--- config.mk ---
export PLATFORM = sky130hd
export DESIGN_NAME = id_ex_reg_flat
export DESIGN_NICKNAME = d
export VERILOG_FILES = /design/src/rtl/id_ex_reg_if.sv /design/src/rtl/id_ex_reg.sv /design/src/flat_wrapper.sv
export SDC_FILE = /design/constraint.sdc
export NUM_CORES = 1
export LEC_CHECK = 0
export ABC_AREA = 1
export BUFFER_PORTS_ARGS = -buffer_cell sky130_fd_sc_hd__buf_2
export CAP_MARGIN = 20
export CORE_ASPECT_RATIO = 0.75
export CORE_MARGIN = 2
export CORE_UTILIZATION = 40
export CTS_CLUSTER_DIAMETER = 60
export DETAILED_ROUTE_END_ITERATION = 7
export PLACE_DENSITY_LB_ADDON = 0.15
export SYNTH_ARGS = -nofsm -noshare
export SYNTH_HDL_FRONTEND = slang
export SYNTH_SLANG_ARGS = --single-unit
export TNS_END_PERCENT = 50
--- constraint.sdc ---
create_clock -name clk -period 7.7 [get_ports clk]
set_input_delay 1.54 -clock clk [delete_from_list [all_inputs] [get_ports clk]]
set_output_delay 1.54 -clock clk [all_outputs]
set_load 0.02 [all_outputs]
--- src/rtl/id_ex_reg_if.sv ---
// ID/EX pipeline register bus: decoded fields from ID, registered fields to EX,
// plus the stall/flush controls and the load-use hazard / bubble counter outputs.
interface id_ex_reg_if #(
    parameter int XLEN = 32
);
    logic            stall;
    logic            flush;

    logic            ID_valid;
    logic            ID_RegWrite, ID_MemWrite, ID_MemRead, ID_ALUSrc;
    logic [2:0]      ID_WDSel, ID_DMType, ID_NPCOp;
    logic [4:0]      ID_ALUOp;
    logic [XLEN-1:0] ID_PC, ID_RD1, ID_RD2, ID_imm;
    logic [4:0]      ID_rd, ID_rs1, ID_rs2;

    logic            EX_valid;
    logic            EX_RegWrite, EX_MemWrite, EX_MemRead, EX_ALUSrc;
    logic [2:0]      EX_WDSel, EX_DMType, EX_NPCOp;
    logic [4:0]      EX_ALUOp;
    logic [XLEN-1:0] EX_PC, EX_RD1, EX_RD2, EX_imm;
    logic [4:0]      EX_rd, EX_rs1, EX_rs2;

    logic            load_use_hazard;
    logic [31:0]     bubble_cnt;

    modport master (
        output stall, flush, ID_valid,
               ID_RegWrite, ID_MemWrite, ID_MemRead, ID_ALUSrc,
               ID_WDSel, ID_DMType, ID_NPCOp, ID_ALUOp,
               ID_PC, ID_RD1, ID_RD2, ID_imm, ID_rd, ID_rs1, ID_rs2,
        input  EX_valid,
               EX_RegWrite, EX_MemWrite, EX_MemRead, EX_ALUSrc,
               EX_WDSel, EX_DMType, EX_NPCOp, EX_ALUOp,
               EX_PC, EX_RD1, EX_RD2, EX_imm, EX_rd, EX_rs1, EX_rs2,
               load_use_hazard, bubble_cnt
    );

    modport slave (
        input  stall, flush, ID_valid,
               ID_RegWrite, ID_MemWrite, ID_MemRead, ID_ALUSrc,
               ID_WDSel, ID_DMType, ID_NPCOp, ID_ALUOp,
               ID_PC, ID_RD1, ID_RD2, ID_imm, ID_rd, ID_rs1, ID_rs2,
        output EX_valid,
               EX_RegWrite, EX_MemWrite, EX_MemRead, EX_ALUSrc,
               EX_WDSel, EX_DMType, EX_NPCOp, EX_ALUOp,
               EX_PC, EX_RD1, EX_RD2, EX_imm, EX_rd, EX_rs1, EX_rs2,
               load_use_hazard, bubble_cnt
    );
endinterface

--- src/rtl/id_ex_reg.sv ---
// ID/EX pipeline register with flush/stall, load-use hazard detect.
// Define ID_EX_PERF_CNT_EN to build in the saturating bubble counter.
module id_ex_reg #(
    parameter int XLEN = 32
) (
    input  logic         clk,
    input  logic         rst,
    id_ex_reg_if.slave   bus
);
    typedef struct packed {
        logic       RegWrite;
        logic       MemWrite;
        logic       MemRead;
        logic       ALUSrc;
        logic [2:0] WDSel;
        logic [2:0] DMType;
        logic [2:0] NPCOp;
        logic [4:0] ALUOp;
    } ctrl_t;

    typedef struct packed {
        logic [XLEN-1:0] PC;
        logic [XLEN-1:0] RD1;
        logic [XLEN-1:0] RD2;
        logic [XLEN-1:0] imm;
        logic [4:0]      rd;
        logic [4:0]      rs1;
        logic [4:0]      rs2;
    } data_t;

    ctrl_t id_ctrl, ex_ctrl;
    data_t id_data, ex_data;
    logic  ex_valid;

    assign id_ctrl = '{RegWrite: bus.ID_RegWrite, MemWrite: bus.ID_MemWrite,
                       MemRead: bus.ID_MemRead, ALUSrc: bus.ID_ALUSrc,
                       WDSel: bus.ID_WDSel, DMType: bus.ID_DMType,
                       NPCOp: bus.ID_NPCOp, ALUOp: bus.ID_ALUOp};
    assign id_data = '{PC: bus.ID_PC, RD1: bus.ID_RD1, RD2: bus.ID_RD2,
                       imm: bus.ID_imm, rd: bus.ID_rd, rs1: bus.ID_rs1,
                       rs2: bus.ID_rs2};

    // An invalid decode slot still carries its data, but its control is
    // zeroed so it can never write architectural state downstream.
    always_ff @(posedge clk or posedge rst) begin
        if (rst) begin
            ex_valid <= 1'b0;
            ex_ctrl  <= '0;
            ex_data  <= '0;
        end else if (bus.flush) begin
            ex_valid <= 1'b0;
            ex_ctrl  <= '0;
            ex_data  <= '0;
        end else if (!bus.stall) begin
            ex_valid <= bus.ID_valid;
            ex_ctrl  <= bus.ID_valid ? id_ctrl : '0;
            ex_data  <= id_data;
        end
    end

    assign bus.EX_valid    = ex_valid;
    assign bus.EX_RegWrite = ex_ctrl.RegWrite;
    assign bus.EX_MemWrite = ex_ctrl.MemWrite;
    assign bus.EX_MemRead  = ex_ctrl.MemRead;
    assign bus.EX_ALUSrc   = ex_ctrl.ALUSrc;
    assign bus.EX_WDSel    = ex_ctrl.WDSel;
    assign bus.EX_DMType   = ex_ctrl.DMType;
    assign bus.EX_NPCOp    = ex_ctrl.NPCOp;
    assign bus.EX_ALUOp    = ex_ctrl.ALUOp;
    assign bus.EX_PC       = ex_data.PC;
    assign bus.EX_RD1      = ex_data.RD1;
    assign bus.EX_RD2      = ex_data.RD2;
    assign bus.EX_imm      = ex_data.imm;
    assign bus.EX_rd       = ex_data.rd;
    assign bus.EX_rs1      = ex_data.rs1;
    assign bus.EX_rs2      = ex_data.rs2;

    // Deliberately not gated by stall/flush; the fetch/decode side arbitrates.
    assign bus.load_use_hazard = ex_valid && ex_ctrl.MemRead && (ex_data.rd != 5'd0) &&
                                 bus.ID_valid &&
                                 ((ex_data.rd == bus.ID_rs1) || (ex_data.rd == bus.ID_rs2));

`ifdef ID_EX_PERF_CNT_EN
    logic        bubble_load;
    logic [31:0] bubble_q;

    assign bubble_load = bus.flush || (!bus.stall && !bus.ID_valid);

    always_ff @(posedge clk or posedge rst) begin
        if (rst)
            bubble_q <= '0;
        else if (bubble_load && (bubble_q != 32'hFFFF_FFFF))
            bubble_q <= bubble_q + 32'd1;
    end

    assign bus.bubble_cnt = bubble_q;
`else
    assign bus.bubble_cnt = '0;
`endif
endmodule
--- src/flat_wrapper.sv ---
// flat-port wrapper written by rule: the top's interface ports become plain ports
module id_ex_reg_flat 
#(
    parameter int XLEN = 32
)
  (clk, rst, bus_stall, bus_flush, bus_ID_valid, bus_ID_RegWrite, bus_ID_MemWrite, bus_ID_MemRead, bus_ID_ALUSrc, bus_ID_WDSel, bus_ID_DMType, bus_ID_NPCOp, bus_ID_ALUOp, bus_ID_PC, bus_ID_RD1, bus_ID_RD2, bus_ID_imm, bus_ID_rd, bus_ID_rs1, bus_ID_rs2, bus_EX_valid, bus_EX_RegWrite, bus_EX_MemWrite, bus_EX_MemRead, bus_EX_ALUSrc, bus_EX_WDSel, bus_EX_DMType, bus_EX_NPCOp, bus_EX_ALUOp, bus_EX_PC, bus_EX_RD1, bus_EX_RD2, bus_EX_imm, bus_EX_rd, bus_EX_rs1, bus_EX_rs2, bus_load_use_hazard, bus_bubble_cnt);
  id_ex_reg_if #(.XLEN(XLEN)) bus_i ();
  input  logic clk;
  input  logic rst;
  input wire logic [$bits(bus_i.stall)-1:0] bus_stall;
  input wire logic [$bits(bus_i.flush)-1:0] bus_flush;
  input wire logic [$bits(bus_i.ID_valid)-1:0] bus_ID_valid;
  input wire logic [$bits(bus_i.ID_RegWrite)-1:0] bus_ID_RegWrite;
  input wire logic [$bits(bus_i.ID_MemWrite)-1:0] bus_ID_MemWrite;
  input wire logic [$bits(bus_i.ID_MemRead)-1:0] bus_ID_MemRead;
  input wire logic [$bits(bus_i.ID_ALUSrc)-1:0] bus_ID_ALUSrc;
  input wire logic [$bits(bus_i.ID_WDSel)-1:0] bus_ID_WDSel;
  input wire logic [$bits(bus_i.ID_DMType)-1:0] bus_ID_DMType;
  input wire logic [$bits(bus_i.ID_NPCOp)-1:0] bus_ID_NPCOp;
  input wire logic [$bits(bus_i.ID_ALUOp)-1:0] bus_ID_ALUOp;
  input wire logic [$bits(bus_i.ID_PC)-1:0] bus_ID_PC;
  input wire logic [$bits(bus_i.ID_RD1)-1:0] bus_ID_RD1;
  input wire logic [$bits(bus_i.ID_RD2)-1:0] bus_ID_RD2;
  input wire logic [$bits(bus_i.ID_imm)-1:0] bus_ID_imm;
  input wire logic [$bits(bus_i.ID_rd)-1:0] bus_ID_rd;
  input wire logic [$bits(bus_i.ID_rs1)-1:0] bus_ID_rs1;
  input wire logic [$bits(bus_i.ID_rs2)-1:0] bus_ID_rs2;
  output wire logic [$bits(bus_i.EX_valid)-1:0] bus_EX_valid;
  output wire logic [$bits(bus_i.EX_RegWrite)-1:0] bus_EX_RegWrite;
  output wire logic [$bits(bus_i.EX_MemWrite)-1:0] bus_EX_MemWrite;
  output wire logic [$bits(bus_i.EX_MemRead)-1:0] bus_EX_MemRead;
  output wire logic [$bits(bus_i.EX_ALUSrc)-1:0] bus_EX_ALUSrc;
  output wire logic [$bits(bus_i.EX_WDSel)-1:0] bus_EX_WDSel;
  output wire logic [$bits(bus_i.EX_DMType)-1:0] bus_EX_DMType;
  output wire logic [$bits(bus_i.EX_NPCOp)-1:0] bus_EX_NPCOp;
  output wire logic [$bits(bus_i.EX_ALUOp)-1:0] bus_EX_ALUOp;
  output wire logic [$bits(bus_i.EX_PC)-1:0] bus_EX_PC;
  output wire logic [$bits(bus_i.EX_RD1)-1:0] bus_EX_RD1;
  output wire logic [$bits(bus_i.EX_RD2)-1:0] bus_EX_RD2;
  output wire logic [$bits(bus_i.EX_imm)-1:0] bus_EX_imm;
  output wire logic [$bits(bus_i.EX_rd)-1:0] bus_EX_rd;
  output wire logic [$bits(bus_i.EX_rs1)-1:0] bus_EX_rs1;
  output wire logic [$bits(bus_i.EX_rs2)-1:0] bus_EX_rs2;
  output wire logic [$bits(bus_i.load_use_hazard)-1:0] bus_load_use_hazard;
  output wire logic [$bits(bus_i.bubble_cnt)-1:0] bus_bubble_cnt;
  assign bus_i.stall = bus_stall;
  assign bus_i.flush = bus_flush;
  assign bus_i.ID_valid = bus_ID_valid;
  assign bus_i.ID_RegWrite = bus_ID_RegWrite;
  assign bus_i.ID_MemWrite = bus_ID_MemWrite;
  assign bus_i.ID_MemRead = bus_ID_MemRead;
  assign bus_i.ID_ALUSrc = bus_ID_ALUSrc;
  assign bus_i.ID_WDSel = bus_ID_WDSel;
  assign bus_i.ID_DMType = bus_ID_DMType;
  assign bus_i.ID_NPCOp = bus_ID_NPCOp;
  assign bus_i.ID_ALUOp = bus_ID_ALUOp;
  assign bus_i.ID_PC = bus_ID_PC;
  assign bus_i.ID_RD1 = bus_ID_RD1;
  assign bus_i.ID_RD2 = bus_ID_RD2;
  assign bus_i.ID_imm = bus_ID_imm;
  assign bus_i.ID_rd = bus_ID_rd;
  assign bus_i.ID_rs1 = bus_ID_rs1;
  assign bus_i.ID_rs2 = bus_ID_rs2;
  assign bus_EX_valid = bus_i.EX_valid;
  assign bus_EX_RegWrite = bus_i.EX_RegWrite;
  assign bus_EX_MemWrite = bus_i.EX_MemWrite;
  assign bus_EX_MemRead = bus_i.EX_MemRead;
  assign bus_EX_ALUSrc = bus_i.EX_ALUSrc;
  assign bus_EX_WDSel = bus_i.EX_WDSel;
  assign bus_EX_DMType = bus_i.EX_DMType;
  assign bus_EX_NPCOp = bus_i.EX_NPCOp;
  assign bus_EX_ALUOp = bus_i.EX_ALUOp;
  assign bus_EX_PC = bus_i.EX_PC;
  assign bus_EX_RD1 = bus_i.EX_RD1;
  assign bus_EX_RD2 = bus_i.EX_RD2;
  assign bus_EX_imm = bus_i.EX_imm;
  assign bus_EX_rd = bus_i.EX_rd;
  assign bus_EX_rs1 = bus_i.EX_rs1;
  assign bus_EX_rs2 = bus_i.EX_rs2;
  assign bus_load_use_hazard = bus_i.load_use_hazard;
  assign bus_bubble_cnt = bus_i.bubble_cnt;
  id_ex_reg #(.XLEN(XLEN)) u_core (.clk(clk), .rst(rst), .bus(bus_i));
endmodule
**Word-level counts from Yosys, hierarchy flattened**

Index checks and enable logic that the tools add are counted.
W data, S select, Z words.

- Equality and inequality tests: 3
- Mux-type cells: 7
- Reduce and logical (&&, ||, !) cells: 6

Operators with widths:

| operator | number |
|---|---|
| $mux W143 | 2 |
| $mux W18 | 3 |
| $eq A5 B5 Y1 | 2 |
| $reduce_bool A5 Y1 | 1 |
| $logic_and A1 B1 Y1 | 4 |
| $mux W1 | 2 |
| $ne A2 B1 Y1 const B | 1 |
| $logic_or A1 B1 Y1 | 1 |

- Bits in registers: 162
- Output and inout bits: 195

**Logic depth before layout (Yosys ltp)**

Gate-level depths: netlist of run 1.

- Depth in word-level cells: 4
- Gate-level depth with buffers: 6
- Mapped depth without buffers: 6

**Worst setup path after synthesis of run 1**

Ideal clock, no wire load.

- Path kind: in2out
- Start: in bus_ID_valid
- End: out bus_load_use_hazard
- Arrival: 2.271 ns
- Setup slack: 3.889 ns
- Cell stages on the path: 3
- Cells stage by stage: clkbuf_1 -> nand4_1 -> a21oi_1

- Cells in the longest elaborated chain, start to end: 2

Ends and longest elaborated chain:

| element | line | text |
|---|---|---|
| from (decl) | flat_wrapper.sv:12 | `input wire logic [$bits(bus_i.ID_valid)-1:0] bus_ID_valid;` |
| $logic_and A1 B1 Y1 | id_ex_reg.sv:79 | `assign bus.load_use_hazard = ex_valid && ex_ctrl.MemRead && (ex_data.rd != 5'd0) &&` |
| $logic_and A1 B1 Y1 | id_ex_reg.sv:80 | `bus.ID_valid &&` |
| to (decl) | flat_wrapper.sv:44 | `output wire logic [$bits(bus_i.load_use_hazard)-1:0] bus_load_use_hazard;` |

Every way passes these cells.

**Worst setup path in the final report of run 1**

Same ends and word-level chain as after synthesis.

==> results.yml, run 1 <==
run_status:
  run_status: "finished clean"
synthesis:
  synth_seq_cells: 162
  yosysTopAreaCellShare: 0.592
  yosysWarnings: 0
  synth_cells: 774
  synth.distinct_cells: 18
  synth.area.top_cells: "dfrtp_1, nand2_1, nand3_1"
  yosys.area.top_type: "dfrtp_1"
  synth_seq_area_share: 0.592
  syn_area_um2: 6850
  avgSynthCellArea_um2: 8.85
clocking:
  numClockSinks: 162
  cts_root_buf: "clkbuf_16"
  cts_buffers: 17
  cts_resized: 0
  tritoncts: "done"
  cts_setup_buffers: 0
  ctsHoldBuffers: 0
  clkLatencyLatePin_ns: 0.42
  h-tree-depth: 4
  path_clk_slew_ns: 0.06
  clock_path_buffers: 2
power_and_ir_drop:
  leakagePower_nw: 5.45
  clkPwrFrac: 0.407
  power_frac_comb: 0.139
  seqPwrFrac: 0.454
  switching_share: 0.280
  p_int_w: 0.00146
  powerDensity_nw_per_um2: 227
  power_switching_w: 0.000568
  vdd_drop_max_uv: 129
setup_path:
  arrival_ns: 2.34
  r2r_start: "u_core.bus.EX_rd[0]"
  crit_start: "bus_ID_valid"
  reg2reg_to: "u_core.bus.EX_rd[0]"
  critPathBufInv: 2
  cp_max_fo: 20
  max_stage_delay_ns: 0.33
  cp.depth: 4
  cp-start-kind: "input port"
  r2r_slack_ns: 6.87
  path_delay_family: "buffers and inverters"
  crit_path_frequent_cell: "buf_2"
  crit_path_top_delay_cell: "buf_2"
  crit_chain: "buf_2, nand4_1, a21oi_1, buf_2"
  worstPathRequired_ns: 6.16
  critPathCapture: "bus_load_use_hazard"
  worst-r2r-cell-count: 2
  critPathCaptureType: "primary output"
  worst-setup-path-type: "in -> out"
die:
  rows: 41
  die-area_um2: 18200
  start_util: 0.408
  die_w_um: 155
  ios: 361
  core-area_um2: 16800
  die-height_um: 117
timing:
  tns_ns: 0
  finalCritPeriodShare: 0.504
  clock_skew_ns: 0
  hold_viol: 0
  max_freq_mhz: 258
  setup-violations-final: 0
  drv_slew: 0
  period_minus_slack_ns: 3.88
  rsz0062_at_grt: "false"
  worstMarginPinSlew_ns: 1.05
  slew_headroom: 0.298
finish:
  area_growth_pct: 30.8
  fillers: 1632
  mostFrequentLayoutCells: "buf_2, nand2_1, nand3_1"
  mostFrequentLayoutCell: "buf_2"
  final_net_count: 1237
  drive_gt1_frac: 0.338
  num_antenna_cells: 0
  final_util: 0.534
route:
  totalWireLength_um: 19500
  drc_errors: 0
  via_per_inst: 4.69
  num_vias: 6094
  drtPass1Iterations: 4
  post_drt_wl_per_cell_um: 15.0
  ant_nets: 0
  drt_iter0_markers: 358
global_route:
  grt_max_degree: 108
  antenna_found_initial: 0
  grtUsageTotal: 0.216
  grt-ovfl-total: 0
  grt_pass1_vias: 5772
  grt_pass1_wl_um: 31100
place:
  io_buffers: 328
  place_congestion: 0.843
  hpwl_um: 13000
run:
  cap_violations: 0
worst_hold_path:
  worst_hold_path_type: "reg -> reg"
[sequential cells by signal, indices dropped and copies added (netlist names)]
signal / flops
u_core.bus.EX_PC: 32
u_core.bus.EX_RD1: 32
u_core.bus.EX_RD2: 32
u_core.bus.EX_imm: 32
u_core.bus.EX_ALUOp: 5
u_core.bus.EX_rd: 5
u_core.bus.EX_rs1: 5
u_core.bus.EX_rs2: 5
u_core.bus.EX_DMType: 3
u_core.bus.EX_NPCOp: 3
u_core.bus.EX_WDSel: 3
u_core.bus.EX_ALUSrc: 1
u_core.bus.EX_MemRead: 1
u_core.bus.EX_MemWrite: 1
u_core.bus.EX_RegWrite: 1
u_core.bus.EX_valid: 1
[cell type report]
type,count,area [um^2],share of cell area
sequential,162,4050,0.452
timing repair buffer,333,1710,0.190
clock buffer,19,433,0.0483
tap,215,269,0.0300
multi-input combinational,542,2300,0.257
clock inverter,12,134,0.0149
inverter,15,63.8,0.00712
[stage by stage]
| step | setup WS, ns | instance area, um^2 | instances | hold WS (ns) | total power [W] |
|---|---|---|---|---|---|
| 2_1_floorplan | 1.78 | 6970 | 805 | 0.615 | 0.00112 |
| 3_3_place_gp | 3.82 | 8370 | 1266 | 0.485 | 0.00122 |
| 3_5_place_dp | 3.83 | 8370 | 1266 | 0.488 | 0.00122 |
| 4_1_cts | 3.83 | 8940 | 1297 | 0.504 | 0.00205 |
| 5_1_grt | 3.75 | 8960 | 1298 | 0.515 | 0.00212 |
| 6_report | 3.82 | 8960 | 1298 | 0.500 | 0.00203 |
[metal layers]
layer / share of wire / wire, um / GRT usage / up-vias
met2: 0.48 / 9310 / 0.334 / 226
met3: 0.078 / 1520 / 0.0676 / 21
met5: 0 / 0 / 0 / -
li1: - / - / - / 2997
met1: 0.43 / 8380 / 0.289 / 2850
met4: 0.015 / 302 / 0.0706 / 0
[Yosys cell counts, drive strengths merged]
library cell  count
o21ai            12
buf              82
a21oi             1
nand4             2
dfrtp           162
conb              1
nand2           309
nand3           177
xnor2             2
inv              15
xor2              1
nor2              6
clkbuf            4
[power groups by stage]
stage	combinational (W)	sequential, W	clock [W]
2_1_floorplan	0.000123	0.000995	0
3_3_place_gp	0.000285	0.000936	0
3_5_place_dp	0.000286	0.000936	0
4_1_cts	0.000285	0.000922	0.000846
5_1_grt	0.000311	0.000928	0.000884
6_report	0.000282	0.000922	0.000826
[worst min-delay path, cell delays in order (launching register included)]
cell	delay, ns
dfrtp_1	0.34
nand3_1	0.07
nand2_1	0.06
[kinds of logic after synthesis]
kind of cell,Yosys count,share of synthesized area
and+or+nand+nor,494,0.305
DFF,162,0.592
buffers and inverters,101,0.0895
AOI/OAI and AO/OA,13,0.00950
xor gates and xnor gates,3,0.00384
other,1,0.000547
[worst min path at each step]
stage	start	end	slack, ns	depth (start not counted)
floorplan	u_core.bus.EX_RD1[10]	u_core.bus.EX_RD1[10]	0.62	2
global placement	u_core.bus.EX_imm[22]	u_core.bus.EX_imm[22]	0.48	2
detailed placement	u_core.bus.EX_imm[13]	u_core.bus.EX_imm[13]	0.49	2
CTS	u_core.bus.EX_imm[13]	u_core.bus.EX_imm[13]	0.50	2
global route	u_core.bus.EX_RD2[9]	u_core.bus.EX_RD2[9]	0.51	2
finish	u_core.bus.EX_imm[9]	u_core.bus.EX_imm[9]	0.50	2
Note: power is estimated with default switching activity, not from simulation.
==> run 2: changes to the inputs <==
==> constraint.sdc (replaced) <==
create_clock -name clk -period 3.1 [get_ports clk]
set_input_delay 0.62 -clock clk [delete_from_list [all_inputs] [get_ports clk]]
set_output_delay 0.62 -clock clk [all_outputs]
set_load 0.02 [all_outputs]
==> results.yml, run 2 (synthesis gave the netlist of run 1 again) <==
run_status:
  run_status: "finished clean"
finish:
  mostFrequentLayoutCell: "buf_2"
  final_net_count: 1241
  area_growth_pct: 32.4
  fillers: 1605
  finalInstanceArea_um2: 9070
  mostFrequentLayoutCells: "buf_2, nand2_1, nand3_1"
  drive_gt1_frac: 0.341
place:
  place_congestion: 0.875
  hpwl_um: 13300
  place_area_um2: 8430
  io_buffers: 328
setup_path:
  cp-start-kind: "flip-flop"
  arrival_ns: 1.58
  critPathCaptureType: "primary output"
  worst-setup-path-type: "reg -> out"
  reg2reg_to: "u_core.bus.EX_rd[4]"
  r2r_slack_ns: 2.30
  r2r_start: "u_core.bus.EX_rd[4]"
  worst-r2r-cell-count: 2
  cp_max_fo: 4
  worstPathRequired_ns: 2.48
power_and_ir_drop:
  seqPwrFrac: 0.435
  p_int_w: 0.00385
  power_frac_comb: 0.134
  power_switching_w: 0.00141
  powerDensity_nw_per_um2: 580
  leakagePower_nw: 5.51
  clkPwrFrac: 0.431
  finalPower_w: 0.00527
  vdd_drop_max_uv: 291
  switching_share: 0.268
timing:
  drv_slew: 0
  hold_viol: 0
  tns_ns: 0
  setup-violations-final: 0
  worstMarginPinSlew_ns: 0.726
  rsz0062_at_grt: "false"
  period_minus_slack_ns: 2.20
  finalCritPeriodShare: 0.708
  slew_headroom: 0.516
  clock_skew_ns: 0
  max_freq_mhz: 455
die:
  start_util: 0.408
  die-height_um: 117
  die-area_um2: 18200
  ios: 361
  rows: 41
  die_w_um: 155
  core-area_um2: 16800
route:
  totalWireLength_um: 19700
  via_per_inst: 4.69
  drc_errors: 0
  ant_nets: 0
  post_drt_wl_per_cell_um: 15.1
  num_vias: 6119
  drtPass1Iterations: 5
  drt_iter0_markers: 475
clocking:
  clock_path_buffers: 2
  cts_root_buf: "clkbuf_16"
  path_clk_slew_ns: 0.06
  numClockSinks: 162
  cts_resized: 0
  tritoncts: "done"
  clkLatencyLatePin_ns: 0.41
  ctsHoldBuffers: 0
  cts_buffers: 17
  h-tree-depth: 4
  cts_setup_buffers: 0
worst_hold_path:
  worst_hold_path_type: "in -> async"
global_route:
  grt_pass1_vias: 5859
  grt_pass1_wl_um: 31100
  grt-ovfl-total: 0
  grt_max_degree: 115
  grtUsageTotal: 0.216
  antenna_found_initial: 1
run:
  cap_violations: 0
-- run 2: routing by layer --
layer | wire length, um | vias to the layer above | track usage | part of all wire
li1 | - | 3013 | - | -
met1 | 8480 | 2858 | 0.288 | 0.43
met2 | 9190 | 223 | 0.333 | 0.47
met3 | 1620 | 25 | 0.0739 | 0.082
met4 | 391 | 0 | 0.0677 | 0.020
met5 | 0 | - | 0 | 0
-- run 2: per-stage QoR --
stage / hold WS (ns) / cells / setup WS (ns) / utilization
3_5_place_dp: 0.488 / 1271 / 0.994 / 0.503
4_1_cts: 0.341 / 1303 / 0.889 / 0.541
2_1_floorplan: 0.615 / 805 / 0.423 / -
3_3_place_gp: 0.484 / 1271 / 0.989 / 0.503
6_report: 0.338 / 1304 / 0.904 / 0.541
5_1_grt: 0.371 / 1304 / 0.756 / 0.541
-- run 2: worst max-delay path by stage --
| stage | endpoint | slack [ns] | cells after the start | start |
|---|---|---|---|---|
| 2_1_floorplan | u_core.bus.EX_ALUOp[0] | 0.42 | 1 | rst |
| 3_3_place_gp | u_core.bus.EX_PC[29] | 0.99 | 4 | bus_stall |
| 3_5_place_dp | u_core.bus.EX_RD1[1] | 0.99 | 4 | bus_stall |
| 4_1_cts | bus_load_use_hazard | 0.89 | 7 | u_core.bus.EX_rd[4] |
| 5_1_grt | bus_load_use_hazard | 0.76 | 7 | u_core.bus.EX_rd[2] |
| 6_report | bus_load_use_hazard | 0.90 | 7 | u_core.bus.EX_rd[4] |
-- run 2: critical path: stages (launching register included) --
cell     delay (ns)
dfrtp_1        0.39
inv_1          0.12
nand2_1        0.07
nand2_1        0.05
nor2_1         0.13
nand3_1        0.09
a21oi_1        0.13
buf_2          0.18
-- run 2: cell type report --
class | instances | area (um^2) | area share
Multi-Input combinational cell | 542 | 2300 | 0.253
Clock buffer | 21 | 460 | 0.0508
Antenna cell | 1 | 2.50 | 0.000276
Clock inverter | 11 | 175 | 0.0193
Sequential cell | 162 | 4050 | 0.447
Timing Repair Buffer | 337 | 1750 | 0.193
Inverter | 15 | 62.6 | 0.00690
Tap cell | 215 | 269 | 0.0297
-- run 2: power groups by stage --
stage | Clock, W | Combinational (W) | Sequential (W)
floorplan | 0 | 0.000307 | 0.00247
global placement | 0 | 0.000712 | 0.00233
global route | 0.00243 | 0.000779 | 0.00230
detailed placement | 0 | 0.000715 | 0.00233
CTS | 0.00232 | 0.000715 | 0.00229
finish | 0.00227 | 0.000705 | 0.00229
